--- src/rtl/orange_sweep_capture.sv ---
`timescale 1ns/1ps
// Exhaustive-sweep engine: walks vec through every input combination, samples y_in
// on the last dwell cycle of each vector and scores the captured truth table.
module orange_sweep_capture #(
    parameter int unsigned N_IN  = 4,
    parameter int unsigned DWELL = 10
) (
    input  logic                   clk,
    input  logic                   rst,
    input  logic                   start,
    input  logic                   abort,
    input  logic [(1<<N_IN)-1:0]   exp_table,
    input  logic                   y_in,
    output logic [N_IN-1:0]        vec,
    output logic                   vec_valid,
    output logic                   busy,
    output logic                   done,
    output logic                   aborted,
    output logic [(1<<N_IN)-1:0]   table_out,
    output logic [N_IN:0]          ones_cnt,
    output logic [N_IN:0]          mism_cnt,
    output logic [N_IN-1:0]        first_mism,
    output logic                   pass
);

    localparam int unsigned DEPTH = 1 << N_IN;
    localparam int unsigned CW    = N_IN + 1;
    localparam int unsigned DW    = (DWELL > 1) ? $clog2(DWELL) : 1;
    localparam logic [N_IN-1:0] LAST_VEC   = N_IN'(DEPTH - 1);
    localparam logic [DW-1:0]   LAST_DWELL = DW'(DWELL - 1);

    typedef enum logic [1:0] {IDLE, RUN, DONE} state_t;

    state_t               state;
    logic [DW-1:0]        dwell;
    logic [DEPTH-1:0]     exp_q;

    logic start_ok_c;
    logic mismatch_c;

    // start is only honoured outside RUN, and a coincident abort drops it
    assign start_ok_c = start && !abort && (state != RUN);
    assign mismatch_c = y_in ^ exp_q[vec];

    always_ff @(posedge clk) begin
        if (rst) begin
            state      <= IDLE;
            dwell      <= '0;
            exp_q      <= '0;
            vec        <= '0;
            vec_valid  <= 1'b0;
            busy       <= 1'b0;
            done       <= 1'b0;
            aborted    <= 1'b0;
            table_out  <= '0;
            ones_cnt   <= '0;
            mism_cnt   <= '0;
            first_mism <= '0;
            pass       <= 1'b0;
        end else begin
            done <= 1'b0;
            case (state)
                IDLE, DONE: begin
                    if (start_ok_c) begin
                        state      <= RUN;
                        dwell      <= '0;
                        exp_q      <= exp_table;
                        vec        <= '0;
                        vec_valid  <= 1'b1;
                        busy       <= 1'b1;
                        aborted    <= 1'b0;
                        table_out  <= '0;
                        ones_cnt   <= '0;
                        mism_cnt   <= '0;
                        first_mism <= '0;
                        pass       <= 1'b0;
                    end else begin
                        state <= IDLE;
                    end
                end
                RUN: begin
                    if (abort) begin
                        // abort beats a same-cycle sample; partial results are kept
                        state     <= IDLE;
                        vec_valid <= 1'b0;
                        busy      <= 1'b0;
                        aborted   <= 1'b1;
                    end else if (dwell == LAST_DWELL) begin
                        table_out[vec] <= y_in;
                        ones_cnt       <= ones_cnt + CW'(y_in);
                        if (mismatch_c) begin
                            mism_cnt <= mism_cnt + CW'(1);
                            if (mism_cnt == '0) begin
                                first_mism <= vec;
                            end
                        end
                        if (vec == LAST_VEC) begin
                            state     <= DONE;
                            vec_valid <= 1'b0;
                            busy      <= 1'b0;
                            done      <= 1'b1;
                            pass      <= (mism_cnt == '0) && !mismatch_c;
                        end else begin
                            vec   <= vec + N_IN'(1);
                            dwell <= '0;
                        end
                    end else begin
                        dwell <= dwell + DW'(1);
                    end
                end
                default: state <= IDLE;
            endcase
        end
    end

endmodule
--- config.mk ---
export PLATFORM = sky130hd
export DESIGN_NAME = orange_sweep_capture
export DESIGN_NICKNAME = d
export VERILOG_FILES = /design/src/rtl/orange_sweep_capture.sv
export SDC_FILE = /design/constraint.sdc
export NUM_CORES = 1
export LEC_CHECK = 0
export BUFFER_PORTS_ARGS = -buffer_cell sky130_fd_sc_hd__buf_2
export CAP_MARGIN = 10
export CORE_ASPECT_RATIO = 1.4
export CORE_UTILIZATION = 48
export CTS_CLUSTER_DIAMETER = 80
export DETAILED_ROUTE_END_ITERATION = 7
export PLACE_DENSITY = 0.72
export SLEW_MARGIN = 20
export SYNTH_ARGS = -nofsm -noshare
export SYNTH_HDL_FRONTEND = slang
export SYNTH_SLANG_ARGS = --single-unit
--- constraint.sdc ---
create_clock -name clk -period 6.6 [get_ports clk]
set_clock_uncertainty 0.2 [all_clocks]
set_input_delay 0.99 -clock clk [delete_from_list [all_inputs] [get_ports clk]]
set_output_delay 0.99 -clock clk [all_outputs]
set_load 0.02 [all_outputs]
==> impl_summary.txt <==
----------------------------------------------------
[Run]
  # Max-Cap Violations ... 0

[Cells and area]
  Final #Nets ... 401
  Antenna Diode Count ... 0
  Commonest non-fill, non-tap cells in the layout ... sky130_fd_sc_hd__dfxtp_1 (60), sky130_fd_sc_hd__buf_2 (59), sky130_fd_sc_hd__nand2_1 (54)
  Leading cell type in the layout, fill and taps excluded ... sky130_fd_sc_hd__dfxtp_1
  Multi-input gate area ... 0.00148 mm2
  Number of fill cells ... 505
  Area growth from synthesis to layout ... 16.7%
  Area occupied by registers ... about 0.0012 mm2
  Layout cell share with drive strength beyond 1 ... 25.4%

[Die]
  Row cnt ... 32
  Number of top-level pins ... 60
  Starting Density ... 50.3%
  Horiz. Die Dim ... 66.5 um
  Die Area ... 0.00614 mm2
  Die H ... 92.3 um
  Area of the core ... 0.00557 mm2

[Power]
  Total power ... 0.000708 W
  Total power per unit cell area ... 217 mW/mm2
  Leak Pwr ... 1.31 nW
  Worst IR Drop VDD ... between 0.1 and 0.15 mV

[Placed design]
  PortBufs ... 59
  Detailed-placement wirelength estimate ... approximately 4000 um
  Post-Place Setup Slack ... 3400 ps
  Routability Congestion ... between 0.7 and 0.8

[Synthesis]
  Post-synthesis instance area ... between 0.002 and 0.003 mm2
  Net Count, Synth ... 352
  Primary flip-flop cell chosen by synthesis mapping ... sky130_fd_sc_hd__dfxtp_1
  Mapped Cells ... 321
  Share of synthesized flip-flops with an asynchronous set or reset ... 0%
  Cell types with the largest area share after synthesis ... sky130_fd_sc_hd__dfxtp_1 (43%), sky130_fd_sc_hd__nand2_1 (7.2%), sky130_fd_sc_hd__mux2_2 (6.0%), sky130_fd_sc_hd__nor2_1 (5.0%), sky130_fd_sc_hd__ha_1 (4.5%)
  Top-area cell type share of the netlist area ... between 40% and 50%
  Count of warnings emitted by yosys ... 0
  Synthesized area per cell ... 8.72 um2
  Post-synthesis sequential area ratio ... a little over two fifths
  Number of synthesized flops with an enable pin ... 0
  Synth cell types ... 41
  Number of synthesized register bits ... 60
  Synth area leader ... sky130_fd_sc_hd__dfxtp_1

[Timing]
  Final worst path period share ... between 40% and 50%
  Worst-case setup margin in the final layout ... approximately 3500 ps
  Headroom to the max-slew limit ... 39.0%
  Maximum clock rate ... 328 MHz
  Setup repair after global routing missed its margin ... false
  Setup-violating endpoint count in the final report ... 0
  Slew of the pin with the lowest slew margin ... ~910 ps
  Max Slew Vio Count ... 0
  Final Critical Period ... 3050 ps
  Setup Total Neg Slack ... 0 ps
  Final hold slack ... ~250 ps
  Final-report hold violation count ... 0

[Detailed routing]
  Post-route DRC violation count ... 0
  Initial drt markers ... roughly 120
  Number of detailed-routing iterations run before antenna repair ... 4
  Final WL ... 5800 um
  Via/cell ratio ... 5.31
  Via Count ... roughly 2.3k
  Average wire per standard cell ... 13.1 um
  Count of nets left with antenna violations after detail routing ... 0

[CTS]
  Count of instances resized after the clock tree is built ... 0
  Sink count of the clock tree ... 60
  Post-cts hold buffer count ... 0
  Number of levels the H-tree was split into ... 3
  Clock tree root buffer cell ... sky130_fd_sc_hd__clkbuf_8
  # Post-CTS Setup Buffers ... 0
  Maximum root-to-sink buffer count ... 2
  CTS buffer count ... 9
  Clk pin slew, worst setup/hold paths ... 70 ps
  Clock network latency to the later pin of the worst-skew pair ... 330 ps
  Clock tree from TritonCTS ... built

[Global routing]
  Maximum number of pins on one net before global-route repair ... between 50 and 60
  Overall routing resource usage ... 20.3%
  Antenna violations before repair ... 0
  Sum of overflow across all layers after global routing ... 0
  Wire length of the first global-routing pass ... around 9600 um
  Via count of the first global-routing pass ... 2,122

[Setup path]
  Largest stage delay, worst path ... 620 ps
  Cells traversed along the worst timing path ... mux4_1 > mux4_2 > xor2_2 > nor2b_1 > mux2i_1
  Worst-path maximum fanout ... 11
  Critical Path Source ... vec[0]$_SDFFE_PP0P_
  WP data arrival ... 3120 ps
  Worst setup SP type ... flip-flop
  Required time reported for the critical path endpoint ... ~6700 ps
  Kind of critical path ... flip-flop to flip-flop
  Kind of end point of the critical path ... flip-flop
  Standard cell with the maximum stage delay on the critical path ... sky130_fd_sc_hd__mux4_1
  Register-to-register setup slack ... between 3000 and 4000 ps
  FF-to-FF Start ... vec[0]$_SDFFE_PP0P_

[Min path]
  Hold Startpoint ... exp_q[14]$_SDFFE_PP0P_
  Path category of the worst min-delay check ... flip-flop to flip-flop

[Outcome]
  Outcome ... finished, final reports clean

----------------------------------------------------
## Yosys cell counts (all sizes together), types with 2 or more instances
library cell	count
nand3	19
nand4	6
dfxtp	60
ha	10
a21oi	21
nand2b	6
xnor2	4
mux2	15
nand2	54
a21o	2
a31oi	4
and3	2
nor2	37
mux4	5
xor2	5
or3	3
nor2b	5
o21ai	7
clkbuf	16
buf	6
nor3	7
mux2i	6
a211oi	2
nor4b	3
inv	7
## layout make-up
cell class	instances	area share (%)
Clock buffer	13	4.87
Tap cell	68	2.61
Sequential cell	60	36.8
Clock inverter	2	0.307
Timing Repair Buffer	60	9.28
Multi-Input combinational cell	232	45.3
Inverter	7	0.805
## per-layer routing
metal	up-vias	track usage [%]	share of wire (%)	wire length, um
li1	1194	-	-	-
met1	1083	24.3	45	2620
met2	62	33.9	49	2850
met3	8	3.94	4.3	251
met4	0	10.5	1.2	71
met5	-	0	0	0
## where the power goes
group | leakage (nW) | switching [W] | internal, W
Clock | 0.0893 | 0.000135 | 0.000154
Combinational | 0.735 | 0.0000307 | 0.0000164
Sequential | 0.486 | 0.00000359 | 0.000369
Total | 1.31 | 0.000169 | 0.000539
## registers in the layout, summed over array words and instances (netlist names)
| signal | count |
|---|---|
| first_mism | 4 |
| table_out | 16 |
| ones_cnt | 5 |
| pass | 1 |
| busy | 1 |
| done | 1 |
| state | 2 |
| dwell | 4 |
| aborted | 1 |
| exp_q | 16 |
| vec | 4 |
| mism_cnt | 5 |
## metrics by stage
| step | util (%) | area, um2 | cells |
|---|---|---|---|
| floorplan | - | 2800 | 321 |
| detailed placement | 55.6 | 3090 | 427 |
| CTS | 58.6 | 3260 | 442 |
| global placement | 55.6 | 3090 | 427 |
| finish | 58.7 | 3260 | 442 |
| global route | 58.7 | 3260 | 442 |
## worst paths after layout
kind	cells past startpoint	end
setup / recovery	5	first_mism[1]$_SDFFE_PP0P_
hold / removal	2	exp_q[14]$_SDFFE_PP0P_
setup reg to reg	5	first_mism[1]$_SDFFE_PP0P_
hold reg to reg	2	exp_q[14]$_SDFFE_PP0P_
## kinds of logic after synthesis
family          Yosys count  synth area share (%)
mux                      26                  12.7
buf+inv                  29                  4.43
simple gates            147                  24.1
compound gates           40                  8.27
xor+xnor                  9                  3.09
flops                    60                  42.9
fa+ha+maj                10                  4.47
## worst max-delay path, delay by kind of cell, from the launching register on
kind	cells	cell delay (ps)
and+or+nand+nor	1	450
DFF	1	610
muxes	3	1380
xor gates and xnor gates	1	340
Note: power is estimated with default switching activity, not from simulation.
